**src/rtl/basilisk_register_scoreboard_pkg.sv**
```systemverilog
// Shared types for the Basilisk register-status scoreboard: the decode-side
// register status encoding plus register-file sizing.
package basilisk_register_scoreboard_pkg;

   typedef enum logic [1:0] {
      VALID     = 2'd0,
      INVALID   = 2'd1,
      SLIDEUP   = 2'd2,
      SLIDEDOWN = 2'd3
   } basilisk_decode_reg_status_t;

   localparam int BASILISK_REG_COUNT = 32;

   typedef logic [4:0] basilisk_reg_addr_t;

endpackage

```
**src/rtl/basilisk_register_scoreboard_if.sv**
```systemverilog
// Issue/retire handshake between decode, writeback and the register scoreboard.
interface basilisk_register_scoreboard_if;
   import basilisk_register_scoreboard_pkg::*;

   logic                        issue_valid;
   logic                        issue_ready;
   basilisk_reg_addr_t          issue_rd;
   basilisk_decode_reg_status_t issue_mode;
   logic                        retire_valid;
   basilisk_reg_addr_t          retire_rd;

   modport master (
      output issue_valid, issue_rd, issue_mode, retire_valid, retire_rd,
      input  issue_ready
   );

   modport slave (
      input  issue_valid, issue_rd, issue_mode, retire_valid, retire_rd,
      output issue_ready
   );

endinterface

```
**src/rtl/basilisk_scoreboard_entry.sv**
```systemverilog
// One register's pending-write tracker: outstanding-write count and the kind
// of write (normal or slide) that is currently pending.
module basilisk_scoreboard_entry
   import basilisk_register_scoreboard_pkg::*;
#(
   parameter int MAX_PENDING = 3
) (
   input  logic                        clk,
   input  logic                        rst,
   input  logic                        flush,
   input  logic                        issue_hit,
   input  logic                        retire_hit,
   input  basilisk_decode_reg_status_t issue_mode,
   output basilisk_decode_reg_status_t status,
   output logic                        ready_for,
   output logic                        pending_next
);

   localparam int CNT_W = $clog2(MAX_PENDING + 1);

   logic [CNT_W-1:0]            count;
   logic [CNT_W-1:0]            count_next;
   basilisk_decode_reg_status_t mode;
   basilisk_decode_reg_status_t mode_next;
   logic                        dec;

   // Retires against an empty entry are ignored so the counter never underflows.
   always_comb begin
      dec        = retire_hit && (count != '0);
      count_next = count;
      mode_next  = mode;
      if (flush) begin
         count_next = '0;
      end else begin
         if (issue_hit && (count == '0))
            mode_next = issue_mode;
         case ({issue_hit, dec})
            2'b10:   count_next = count + CNT_W'(1);
            2'b01:   count_next = count - CNT_W'(1);
            default: count_next = count;
         endcase
      end
   end

   always_ff @(posedge clk or negedge rst) begin
      if (!rst) begin
         count <= '0;
         mode  <= VALID;
      end else begin
         count <= count_next;
         mode  <= mode_next;
      end
   end

   assign status       = (count == '0) ? VALID : mode;
   assign ready_for    = (count == '0) || ((mode == issue_mode) && (count < CNT_W'(MAX_PENDING)));
   assign pending_next = (count_next != '0);

endmodule

```
**src/rtl/basilisk_register_scoreboard.sv**
```systemverilog
// Register scoreboard: tracks outstanding writes to the 32 FP/vector registers
// and publishes a per-register status for decode dependency checks.
module basilisk_register_scoreboard
   import basilisk_register_scoreboard_pkg::*;
#(
   parameter int MAX_PENDING = 3
) (
   input  logic                                                     clk,
   input  logic                                                     rst,
   basilisk_register_scoreboard_if.slave                            bus,
   input  logic                                                     flush,
   output basilisk_decode_reg_status_t [BASILISK_REG_COUNT-1:0]     reg_status,
   output logic                                                     busy,
   output logic                                                     error
);

   logic [BASILISK_REG_COUNT-1:0] ready_vec;
   logic [BASILISK_REG_COUNT-1:0] pending_next_vec;
   logic                          issue_fire;
   logic                          violation;

   assign bus.issue_ready = ready_vec[bus.issue_rd];
   assign issue_fire      = bus.issue_valid && bus.issue_ready;

   // A fired issue carrying VALID is a protocol error and must not touch state.
   for (genvar i = 0; i < BASILISK_REG_COUNT; i++) begin : g_entry
      basilisk_scoreboard_entry #(
         .MAX_PENDING (MAX_PENDING)
      ) u_entry (
         .clk          (clk),
         .rst          (rst),
         .flush        (flush),
         .issue_hit    (issue_fire && (bus.issue_rd == basilisk_reg_addr_t'(i)) && (bus.issue_mode != VALID)),
         .retire_hit   (bus.retire_valid && (bus.retire_rd == basilisk_reg_addr_t'(i))),
         .issue_mode   (bus.issue_mode),
         .status       (reg_status[i]),
         .ready_for    (ready_vec[i]),
         .pending_next (pending_next_vec[i])
      );
   end

   assign violation = !flush && ((issue_fire && (bus.issue_mode == VALID)) ||
                                 (bus.retire_valid && (reg_status[bus.retire_rd] == VALID)));

   always_ff @(posedge clk or negedge rst) begin
      if (!rst) begin
         busy  <= 1'b0;
         error <= 1'b0;
      end else begin
         busy  <= |pending_next_vec;
         error <= error || violation;
      end
   end

endmodule
```
**src/flat_wrapper.sv**
```systemverilog
// flat-port wrapper written by rule: the top's interface ports become plain ports
module basilisk_register_scoreboard_flat import basilisk_register_scoreboard_pkg::*;
#(
   parameter int MAX_PENDING = 3
)
  (clk, rst, flush, reg_status, busy, error, bus_issue_valid, bus_issue_rd, bus_issue_mode, bus_retire_valid, bus_retire_rd, bus_issue_ready);
  basilisk_register_scoreboard_if bus_i ();
  input  logic clk;
  input  logic rst;
  input  logic flush;
  output basilisk_decode_reg_status_t [BASILISK_REG_COUNT-1:0] reg_status;
  output logic busy;
  output logic error;
  input wire logic [$bits(bus_i.issue_valid)-1:0] bus_issue_valid;
  input wire logic [$bits(bus_i.issue_rd)-1:0] bus_issue_rd;
  input wire logic [$bits(bus_i.issue_mode)-1:0] bus_issue_mode;
  input wire logic [$bits(bus_i.retire_valid)-1:0] bus_retire_valid;
  input wire logic [$bits(bus_i.retire_rd)-1:0] bus_retire_rd;
  output wire logic [$bits(bus_i.issue_ready)-1:0] bus_issue_ready;
  assign bus_i.issue_valid = bus_issue_valid;
  assign bus_i.issue_rd = bus_issue_rd;
  assign bus_i.issue_mode = bus_issue_mode;
  assign bus_i.retire_valid = bus_retire_valid;
  assign bus_i.retire_rd = bus_retire_rd;
  assign bus_issue_ready = bus_i.issue_ready;
  basilisk_register_scoreboard #(.MAX_PENDING(MAX_PENDING)) u_core (.clk(clk), .rst(rst), .bus(bus_i), .flush(flush), .reg_status(reg_status), .busy(busy), .error(error));
endmodule
```
**config.mk**
```make
export PLATFORM = sky130hd
export DESIGN_NAME = basilisk_register_scoreboard_flat
export DESIGN_NICKNAME = d
export VERILOG_FILES = /design/src/rtl/basilisk_register_scoreboard_pkg.sv /design/src/rtl/basilisk_register_scoreboard_if.sv /design/src/rtl/basilisk_scoreboard_entry.sv /design/src/rtl/basilisk_register_scoreboard.sv /design/src/flat_wrapper.sv
export SDC_FILE = /design/constraint.sdc
export NUM_CORES = 1
export LEC_CHECK = 0
export ABC_CLOCK_PERIOD_IN_PS = 10450
export CORE_ASPECT_RATIO = 0.75
export CORE_MARGIN = 2
export CORE_UTILIZATION = 40
export CTS_BUF_LIST = sky130_fd_sc_hd__clkbuf_16
export DETAILED_ROUTE_END_ITERATION = 10
export DONT_BUFFER_PORTS = 1
export HOLD_SLACK_MARGIN = 0.02
export SETUP_SLACK_MARGIN = 0.1
export SKIP_LAST_GASP = 1
export SLEW_MARGIN = 40
export SYNTH_ARGS = -nofsm -noshare
export SYNTH_HDL_FRONTEND = slang
export SYNTH_SLANG_ARGS = --single-unit
```
**constraint.sdc**
```tcl
create_clock -name clk -period 10.45 [get_ports clk]
set_clock_uncertainty 0.05 [all_clocks]
set_input_delay 1.5675 -clock clk [delete_from_list [all_inputs] [get_ports clk]]
set_output_delay 1.5675 -clock clk [all_outputs]
set_load 0.05 [all_outputs]
```
-- Word-level counts from Yosys, hierarchy flattened
Index checks and enable logic that the tools add are counted.
- register bits: 130
- logic and storage cells: 788
- output and inout bits: 67
- equal/unequal tests: 158
- order comparisons: 34
- reduce and logical (&&, ||, !) cells: 365
- bitwise gates (word level): 1
- multiplexer cells: 100
- add/sub/neg operators: 64
- operators with widths (cell ; number):
    $logic_and 1x1->1 ; 196
    $eq 5x5->1 const B ; 32
    $mux 2 ; 65
    $reduce_bool 2->1 ; 65
    $pmux 2 s2 ; 32
    $eq 5x4->1 const B ; 16
    $logic_not 2->1 ; 34
    $add 2x1->2 const B ; 32
    $eq 2x1->1 const B ; 32
    $eq 2x2->1 ; 32
    $eq 2x2->1 const B ; 32
    $lt 2x2->1 const B ; 32
    $reduce_and 2->1 ; 32
    $sub 2x1->2 const B ; 32
    $eq 5x3->1 const B ; 8
    $logic_or 1x1->1 ; 34
    $reduce_or 32->1 ; 1
    $eq 5x2->1 const B ; 4
    $lt 5x6->1 const B ; 2
    $bmux 2 s5 ; 1
    $eq 5x1->1 const B ; 2
    $logic_not 5->1 ; 2
    $bmux 1 s5 ; 1
    $logic_not 1->1 ; 1
    other kinds (2) ; 2

-- Longest topological paths before layout
Gate-level depths: netlist of the first run.
- word-level depth: 13
- gate-level depth with buffers: 18

-- Hierarchy
A second synthesis of the first run with hierarchy kept.
- cells, all modules: 1203
- area total of the unflattened synthesis: 10816.6 um^2
- by module, submodules not included (module ; cells each ; seq. area each (um^2) ; area each (um^2) ; instances):
    basilisk_scoreboard_entry (u_core.g_entry[0].u_entry ...) ; 31 ; 100.1 ; 300.3 ; 31
    basilisk_register_scoreboard ; 214 ; 50.0 ; 1241.2 ; 1
    basilisk_scoreboard_entry (u_core.g_entry[9].u_entry) ; 28 ; 100.1 ; 266.5 ; 1

-- Worst setup path before layout of the first run
Ideal clock, no wire load.
- path type: input to output
- start: input bus_issue_mode[1]
- end: output bus_issue_ready
- setup slack: 5590 ps
- buffers on the path: 3
- arrival time: 3242 ps
- stages on the path: 9
- cell sequence: buf_6 buf_6 buf_6 xor2_1 o22ai_2 a32oi_1 a311oi_2 nand4_4 nand3_1
- word-level cells in the longest chain between the ends: 5
- RTL lines (what ; line ; source):
    from (decl) ; flat_wrapper.sv:16 ; input wire logic [$bits(bus_i.issue_mode)-1:0] bus_issue_mode;
    $eq 2x2->1 ; basilisk_scoreboard_entry.sv:56 ; assign ready_for = (count == '0) || ((mode == issue_mode) && (count < CNT_W'(MAX_PENDING)));
    $logic_and 1x1->1 ; basilisk_scoreboard_entry.sv:56 ;
    $logic_or 1x1->1 ; basilisk_scoreboard_entry.sv:56 ;
    $bmux 1 s5 * ; basilisk_register_scoreboard.sv:22 ; assign bus.issue_ready = ready_vec[bus.issue_rd];
    $mux 1 (not written as such) * ; basilisk_register_scoreboard.sv:22 ;
    to (decl) ; flat_wrapper.sv:19 ; output wire logic [$bits(bus_i.issue_ready)-1:0] bus_issue_ready;
Mark *: on every way between the ends. The rest lies on a longest branch, timed or not. The select of a mux whose other input is x is not followed.

-- Worst setup path in the final report of the first run
- start: input bus_issue_mode[0]
- end: output bus_issue_ready
The elaborated chain is that of the path after synthesis.

==> results by group, run 1 <==
GRT
  • Initial antenna violation count: 1
  • First-pass GRT wire length: around 47000 µm
  • Total GRT Usage: 26.6%
  • Vias in the first global route: between 7000 and 8000
  • Largest net degree at the start of global routing: 131
  • GRT Residual Overflow: 0

Timing
  • Final hold vios: 0
  • Worst Max-Slew Pin Slew: between 800 and 900 ps
  • Setup violations, final: 0
  • Fin crit period: around 4900 ps
  • RSZ-0062 raised after global routing: false
  • Rel. slew slack: between 40% and 50%
  • Final worst-path cycle share: 47.0%
  • Setup TNS: 0 ps
  • Hold slack: around 520 ps
  • Max Freq: 204 MHz
  • Fin. max-slew vios: 0

Pwr
  • Pwr per Cell Area: about 130 nW/µm²
  • Flop pwr share: ~46%
  • Worst vdd ir: 0.116 mV
  • Switch share: between 20 and 30%
  • Logic pwr share: 10.2%
  • Pwr Total: around 1.3 mW
  • Switching Power: ~0.36 mW
  • Pleak: ~3.6 nW
  • Int Power: between 0.9 and 1 mW
  • Clock power share: about 44%

Yosys
  • Post-synthesis sequential area ratio: a little over a third
  • Yosys top cell area share: roughly 37%
  • EDFF count, synth: 0
  • Top cells by area, synth: dfrtp_1 37%, mux2_2 8.1%, xnor2_1 6.6%
  • Unique masters post-synth: between 50 and 60
  • Yosys reg bits: between 100 and 150
  • Most used DFF post-synth: dfrtp_1
  • YS warnings: 0
  • Async set-reset flop share out of synthesis: 100%
  • Mapped Area: ~8900 µm²
  • Syn Inst Count: a little under 1000
  • Post-Syn Nets: 1026
  • Mean area per synthesized cell: approximately 9.1 µm²
  • Cell taking the most area after synthesis: dfrtp_1

CTS
  • Clock Sinks: 130
  • Clk buf depth: 2
  • CTS tree: built
  • Htree depth: 4
  • Hold_buf cts: 0
  • # resized after CTS: 0
  • CTS root buf: clkbuf_16
  • CTS buffer count: 17
  • Clock Pin Slew Worst Setup and Hold Paths: approximately 60 ps
  • Clk_lat worst skew: roughly 440 ps
  • Post-CTS setup buffers: 0

Routing
  • Final wirelength: a little over 30000 µm
  • Drt first pass iters: 6
  • Wire per inst: around 24 µm
  • Antenna viol nets, final: 0
  • Residual DRC: 0
  • Vias/cell: ~6.2
  • Via count: around 8000
  • Initial detailed-routing violation count: ~990

Die
  • # rows: 47
  • Die X: around 180 µm
  • # IOs: 84
  • Core ar.: 21900 µm²
  • Initial core utilization: 40.6%
  • Die height: around 130 µm
  • Die ar.: approximately 23000 µm²

Final layout
  • Diode count: 0
  • Layout Cells excl Fill: between 1000 and 1500
  • Nets: 1006
  • Area growth syn-to-layout: 9.78%
  • Filler cells: ~2100
  • Most frequent cells in the layout: 130 x dfrtp_1, 99 x nor2_1, 67 x xnor2_1
  • Layout cells sized above 1: between 10% and 20%
  • Final core utilization: about 45%
  • Most common cell after layout, fill and taps aside: dfrtp_1

Worst setup path
  • Worst Path Required: slightly below 9000 ps
  • Worst EP arrival: roughly 3300 ps
  • CP Capture Type: primary output
  • CP max stage cell: nand3_1
  • Largest stage delay on the critical path: 570 ps
  • Setup crit start: bus_issue_mode[0]
  • CP max FO: 66
  • CP startpoint kind: input pin
  • Critical path cell sequence: xnor2_1 > a21oi_1 > a2111oi_0 > or3_1 > nand4_4 > nand3_1
  • Crit Path Class: input pin to primary output
  • R2R Path Start: u_core.g_entry[2].u_entry.count[0]$_DFF_PN0_

Place
  • Gpl congestion: 0.963
  • DP HPWL: 21900 µm
  • Port Buf Inserts: 0
  • Placed cell count: 1232

Job
  • Max_cap viols: 0

Outcome
  • Run status: complete, no violations

Worst hold path
  • Hold Crit Class: flop to flop
  • Hold Crit Start: u_core.g_entry[5].u_entry.mode[1]$_DFFE_PN0P_
[cell type report]
cell class | instances | area (µm²) | share of cell area (%)
Multi-Input combinational cell | 801 | 5570 | 57.0
Sequential cell | 130 | 3250 | 33.3
Clock buffer | 17 | 425 | 4.35
Tap cell | 294 | 368 | 3.76
Clock inverter | 14 | 115 | 1.18
Timing Repair Buffer | 3 | 22.5 | 0.230
Inverter | 4 | 15.0 | 0.154
[final timing paths]
| kind | to | slack, ps | depth (start not counted) |
|---|---|---|---|
| setup / recovery | bus_issue_ready | 5540 | 6 |
| hold / removal | u_core.g_entry[5].u_entry.mode[1]$_DFFE_PN0P_ | 520 | 1 |
| setup reg to reg | u_core.busy$_DFF_PN0_ | 6120 | 15 |
| hold reg to reg | u_core.g_entry[5].u_entry.mode[1]$_DFFE_PN0P_ | 520 | 1 |
| max in group asynchronous | u_core.g_entry[13].u_entry.count[1]$_DFF_PN0_ | 9370 | 0 |
| min in group asynchronous | u_core.g_entry[29].u_entry.count[1]$_DFF_PN0_ | 790 | 0 |
[state kept, by name, summed over array words and instances, names as in the netlist]
signal and count:
u_core.busy 1, u_core.error 1, u_core.g_entry.u_entry.count 64, u_core.g_entry.u_entry.mode 64
[power groups by stage]
stage          clock network [mW]  logic [mW]  registers (mW)
5_1_grt                     0.597       0.143           0.591
4_1_cts                     0.570       0.130           0.586
3_3_place_gp                    0       0.124           0.595
2_1_floorplan                   0       0.123           0.576
6_report                    0.569       0.132           0.588
3_5_place_dp                    0       0.129           0.595
[cells in the mapped netlist, types with 14 or more instances]
cell type,instances
dfrtp_1,130
a21oi_1,49
nand3_1,34
nand2_1,54
ha_1,32
o22ai_1,14
clkbuf_1,25
nor2_1,102
o21ai_0,53
or3_1,36
xnor2_1,67
xor2_1,61
nor2b_1,70
nor3_1,45
nor4_1,25
mux2_2,64
[kinds of logic after synthesis]
logic type	Yosys count	synth area share (%)
AO/OA/AOI/OAI	167	11.5
AND/OR/NAND/NOR	409	23.8
XOR/XNOR	128	12.6
multiplexers	65	8.35
adder cells (fa/ha/maj)	32	4.50
flip-flops	130	36.5
buffers and inverters	46	2.75
[critical path, delay by kind of cell]
kind | cells | cell delay [ps]
simple gates | 3 | 960
xor+xnor | 1 | 160
compound gates | 2 | 570
[through the flow]
step	instance area, µm²	worst slack, ps
final	9770	5540
after global routing	9770	5530
after CTS	9770	5600
after detailed placement	9230	5430
after global placement	9060	5380
after floorplan	8900	5590
[routing by layer]
layer  GRT usage [%]  up-vias  wire length (µm)  part of all wire [%]
li1                -     3475                 -                     -
met1            40.7     3812             13700                    45
met2            35.3      472             12000                    39
met3            7.82       56              3910                    13
met4            8.82        0               812                   2.7
met5               0        -                 0                     0
No activity file was read; power rests on OpenSTA's default activity.
==> run 2, diff against run 1 <==
--- a/config.mk
+++ b/config.mk
@@ -5,7 +5,7 @@
 export SDC_FILE = /design/constraint.sdc
 export NUM_CORES = 1
 export LEC_CHECK = 0
-export ABC_CLOCK_PERIOD_IN_PS = 10450
+export ABC_CLOCK_PERIOD_IN_PS = 4400
 export CORE_ASPECT_RATIO = 0.75
 export CORE_MARGIN = 2
 export CORE_UTILIZATION = 40
==> constraint.sdc (replaced) <==
create_clock -name clk -period 4.4 [get_ports clk]
set_clock_uncertainty 0.05 [all_clocks]
set_input_delay 0.66 -clock clk [delete_from_list [all_inputs] [get_ports clk]]
set_output_delay 0.66 -clock clk [all_outputs]
set_load 0.05 [all_outputs]
==> run 2 against run 1 <==
  * Sequential share of layout area decreased by 0.69 points
  * First-iteration DRC count increased by 17%
  * Utilization grew 0.95 points
  * Combinational power rose to 2.7 times the previous value
  * Total power grew 150%
  * Highest routed layer is now met5
  * Worst setup slack got worse by 5300 ps
  * Final area grew 2.1%
  * Critical endpoint is now u_core.busy$_DFF_PN0_
  * Via count up 1.3%
  * Global-route usage barely moved
  * Sequential power up 140%
  * Die area stayed put
==> results by group, run 2 (synthesis gave the netlist of run 1 again) <==
Outcome
  • Run status: complete, no violations (unchanged)

Timing
  • Setup TNS: 0 ps (unchanged)
  • Setup violations, final: 0 (unchanged)
  • Fin crit period: a little over 4000 ps
  • Final hold vios: 0 (unchanged)
  • Worst Max-Slew Pin Slew: 883 ps (was 868 ps)
  • RSZ-0062 raised after global routing: false (unchanged)
  • Fin. max-slew vios: 0 (unchanged)
  • Max Freq: around 240 MHz
  • Rel. slew slack: 40.8% (was 41.9%)
  • Final worst-path cycle share: 93.5%

Worst setup path
  • Worst EP arrival: 4380 ps (was 3290 ps)
  • Crit Path Class: flop to flop (was input pin to primary output)
  • CP Capture Type: flop (was primary output)
  • Reg-to-reg setup timing slack: 290 ps (was 6120 ps)
  • CP startpoint kind: flop (was input pin)
  • CP max FO: 6 (was 66)
  • Worst Path Required: 4660 ps (was 8830 ps)

Final layout
  • Filler cells: 2097 (was 2099)
  • Largest regs: u_core.g_entry.u_entry.count x64, u_core.g_entry.u_entry.mode x64 (unchanged)
  • Most common cell after layout, fill and taps aside: dfrtp_1 (unchanged)
  • Nets: 1022 (was 1006)
  • Diode count: 0 (unchanged)
  • Layout cells sized above 1: 20.0% (was 18.1%)
  • Area growth syn-to-layout: 12.1% (was 9.78%)
  • Most frequent cells in the layout: 130 x dfrtp_1, 93 x nor2_1, 67 x xnor2_1 (was 130 x dfrtp_1, 99 x nor2_1, 67 x xnor2_1)

GRT
  • Met3 usage: 9.85% (was 7.82%)
  • GR Util met1: 40.1% (was 40.7%)
  • Busiest grt layer: met1 (unchanged)
  • GRT Residual Overflow: 0 (unchanged)
  • Largest net degree at the start of global routing: 131 (unchanged)
  • Met2 Track Usage GR: 33.8% (was 35.3%)
  • Vias in the first global route: 7411 (was 7379)
  • Initial antenna violation count: 0 (was 1)
  • First-pass GRT wire length: 46600 µm (was 46800 µm)
  • Total GRT Usage: 26.6% (about the same)

Place
  • Port Buf Inserts: 0 (unchanged)
  • DP HPWL: 22100 µm (was 21900 µm)
  • Gpl congestion: 0.965 (was 0.963)

Die
  • # rows: 47 (unchanged)
  • Core ar.: 21900 µm² (unchanged)
  • Initial core utilization: 40.6% (unchanged)
  • Die ar.: 23500 µm² (unchanged)
  • Die height: 133 µm (unchanged)
  • Die X: 176 µm (unchanged)
  • # IOs: 84 (unchanged)

CTS
  • Clock Sinks: 130 (unchanged)
  • Clock Pin Slew Worst Setup and Hold Paths: 60 ps (about the same)
  • Clk_lat worst skew: 440 ps (about the same)
  • Clk buf depth: 2 (unchanged)
  • CTS tree: built (unchanged)
  • CTS buffer count: 17 (unchanged)
  • Htree depth: 4 (unchanged)
  • CTS root buf: clkbuf_16 (unchanged)

Pwr
  • Flop pwr share: 43.2% (was 45.6%)
  • Int Power: 2.33 mW (was 0.928 mW)
  • Switch share: 27.5% (was 28.0%)
  • Switching Power: 0.883 mW (was 0.361 mW)
  • Pleak: 3.76 nW (was 3.65 nW)
  • Worst vdd ir: 0.249 mV (was 0.116 mV)
  • Logic pwr share: 11.0% (was 10.2%)
  • Pwr Total: 3.21 mW (was 1.29 mW)
  • Clock power share: 45.7% (was 44.2%)
  • Pwr per Cell Area: 322 nW/µm² (was 132 nW/µm²)

Routing
  • Residual DRC: 0 (unchanged)
  • Wire per inst: 24.1 µm (about the same)
  • Final wirelength: 30800 µm (was 30400 µm)
  • Drt first pass iters: 5 (was 6)
  • Antenna viol nets, final: 0 (unchanged)
  • Initial detailed-routing violation count: 1152 (was 985)
  • Vias/cell: 6.19 (about the same)
  • Via count: 7919 (was 7815)

Worst hold path
  • Hold Crit Class: input pin to async pin (was flop to flop)

Job
  • Max_cap viols: 0 (unchanged)
==> run 2: changes by cell type in the layout (fill, tap and decap cells not counted), sizes merged <==
cell and change:
clkinvlp +1, buf +16, clkinv -1, inv -1
bufinv +2
==> run 2: power groups by stage <==
stage	Clock (mW)	Sequential [mW]	Combinational, mW
detailed placement	0	1.41	0.322
CTS	1.49	1.38	0.351
finish	1.47	1.39	0.354
global placement	0	1.41	0.311
floorplan	0	1.37	0.292
global route	1.53	1.40	0.384
==> run 2: per-stage QoR <==
stage / hold slack, ps / util (%) / cell area [µm²] / std cells / worst slack [ps]
after floorplan: 314 / - / 8900 / 977 / 652
after global placement: 326 / 41.9 / 9180 / 1247 / 314
after detailed placement: 326 / 42.6 / 9350 / 1247 / 287
after CTS: 189 / 45.4 / 9970 / 1280 / 226
after global routing: 214 / 45.5 / 9980 / 1280 / 141
final: 88.1 / 45.5 / 9980 / 1280 / 287
==> run 2: final cells by class <==
class	instances	area [µm²]	share of cell area [%]
clock buffers	17	425	4.26
clock inverters	15	168	1.68
inverters	4	15.0	0.150
multi-input cells	801	5590	56.0
flip-flops and latches	130	3250	32.6
well taps	294	368	3.69
repair buffers	19	163	1.63
==> run 2: worst paths after layout <==
kind                                                                     from                                        endpoint  depth (start not counted)
worst max register to register   u_core.g_entry[7].u_entry.count[0]$_DFF_PN0_                           u_core.busy$_DFF_PN0_                         15
worst min register to register  u_core.g_entry[5].u_entry.mode[1]$_DFFE_PN0P_   u_core.g_entry[5].u_entry.mode[1]$_DFFE_PN0P_                          1
worst min-delay path                                                      rst   u_core.g_entry[27].u_entry.count[0]$_DFF_PN0_                          1
worst max-delay path             u_core.g_entry[7].u_entry.count[0]$_DFF_PN0_                           u_core.busy$_DFF_PN0_                         15
max in group asynchronous                                                 rst  u_core.g_entry[20].u_entry.mode[1]$_DFFE_PN0P_                          1
min in group clk                                                        flush   u_core.g_entry[10].u_entry.count[0]$_DFF_PN0_                          1
==> run 2: routing by layer <==
layer / up-vias / part of all wire, % / routed length (µm)
met1: 3860 / 45 / 13800
li1: 3497 / - / -
met2: 493 / 39 / 12000
met3: 67 / 13 / 3980
met4: 2 / 3.1 / 941
met5: - / 0.19 / 57
==> run 2: worst max-delay path, stage by stage (launching register included) <==
cell	delay, ps
dfrtp_1	430
nor2_2	370
a31oi_1	90
mux4_2	480
nand2_1	130
nand4_4	210
nor3_2	370
nand2_1	150
ha_1	360
xor2_1	170
nor2_1	140
nor4_1	340
nand4_1	170
nor2_1	120
nand2_1	50
or3_1	340
==> run 2: timing repair <==
item                                    CTS  global route
hold buffers                              1             0
endpoints found under the setup margin    0             1
buffers inserted                          0             0
gates resized for setup                   0             6
endpoints found under the hold margin   130             0
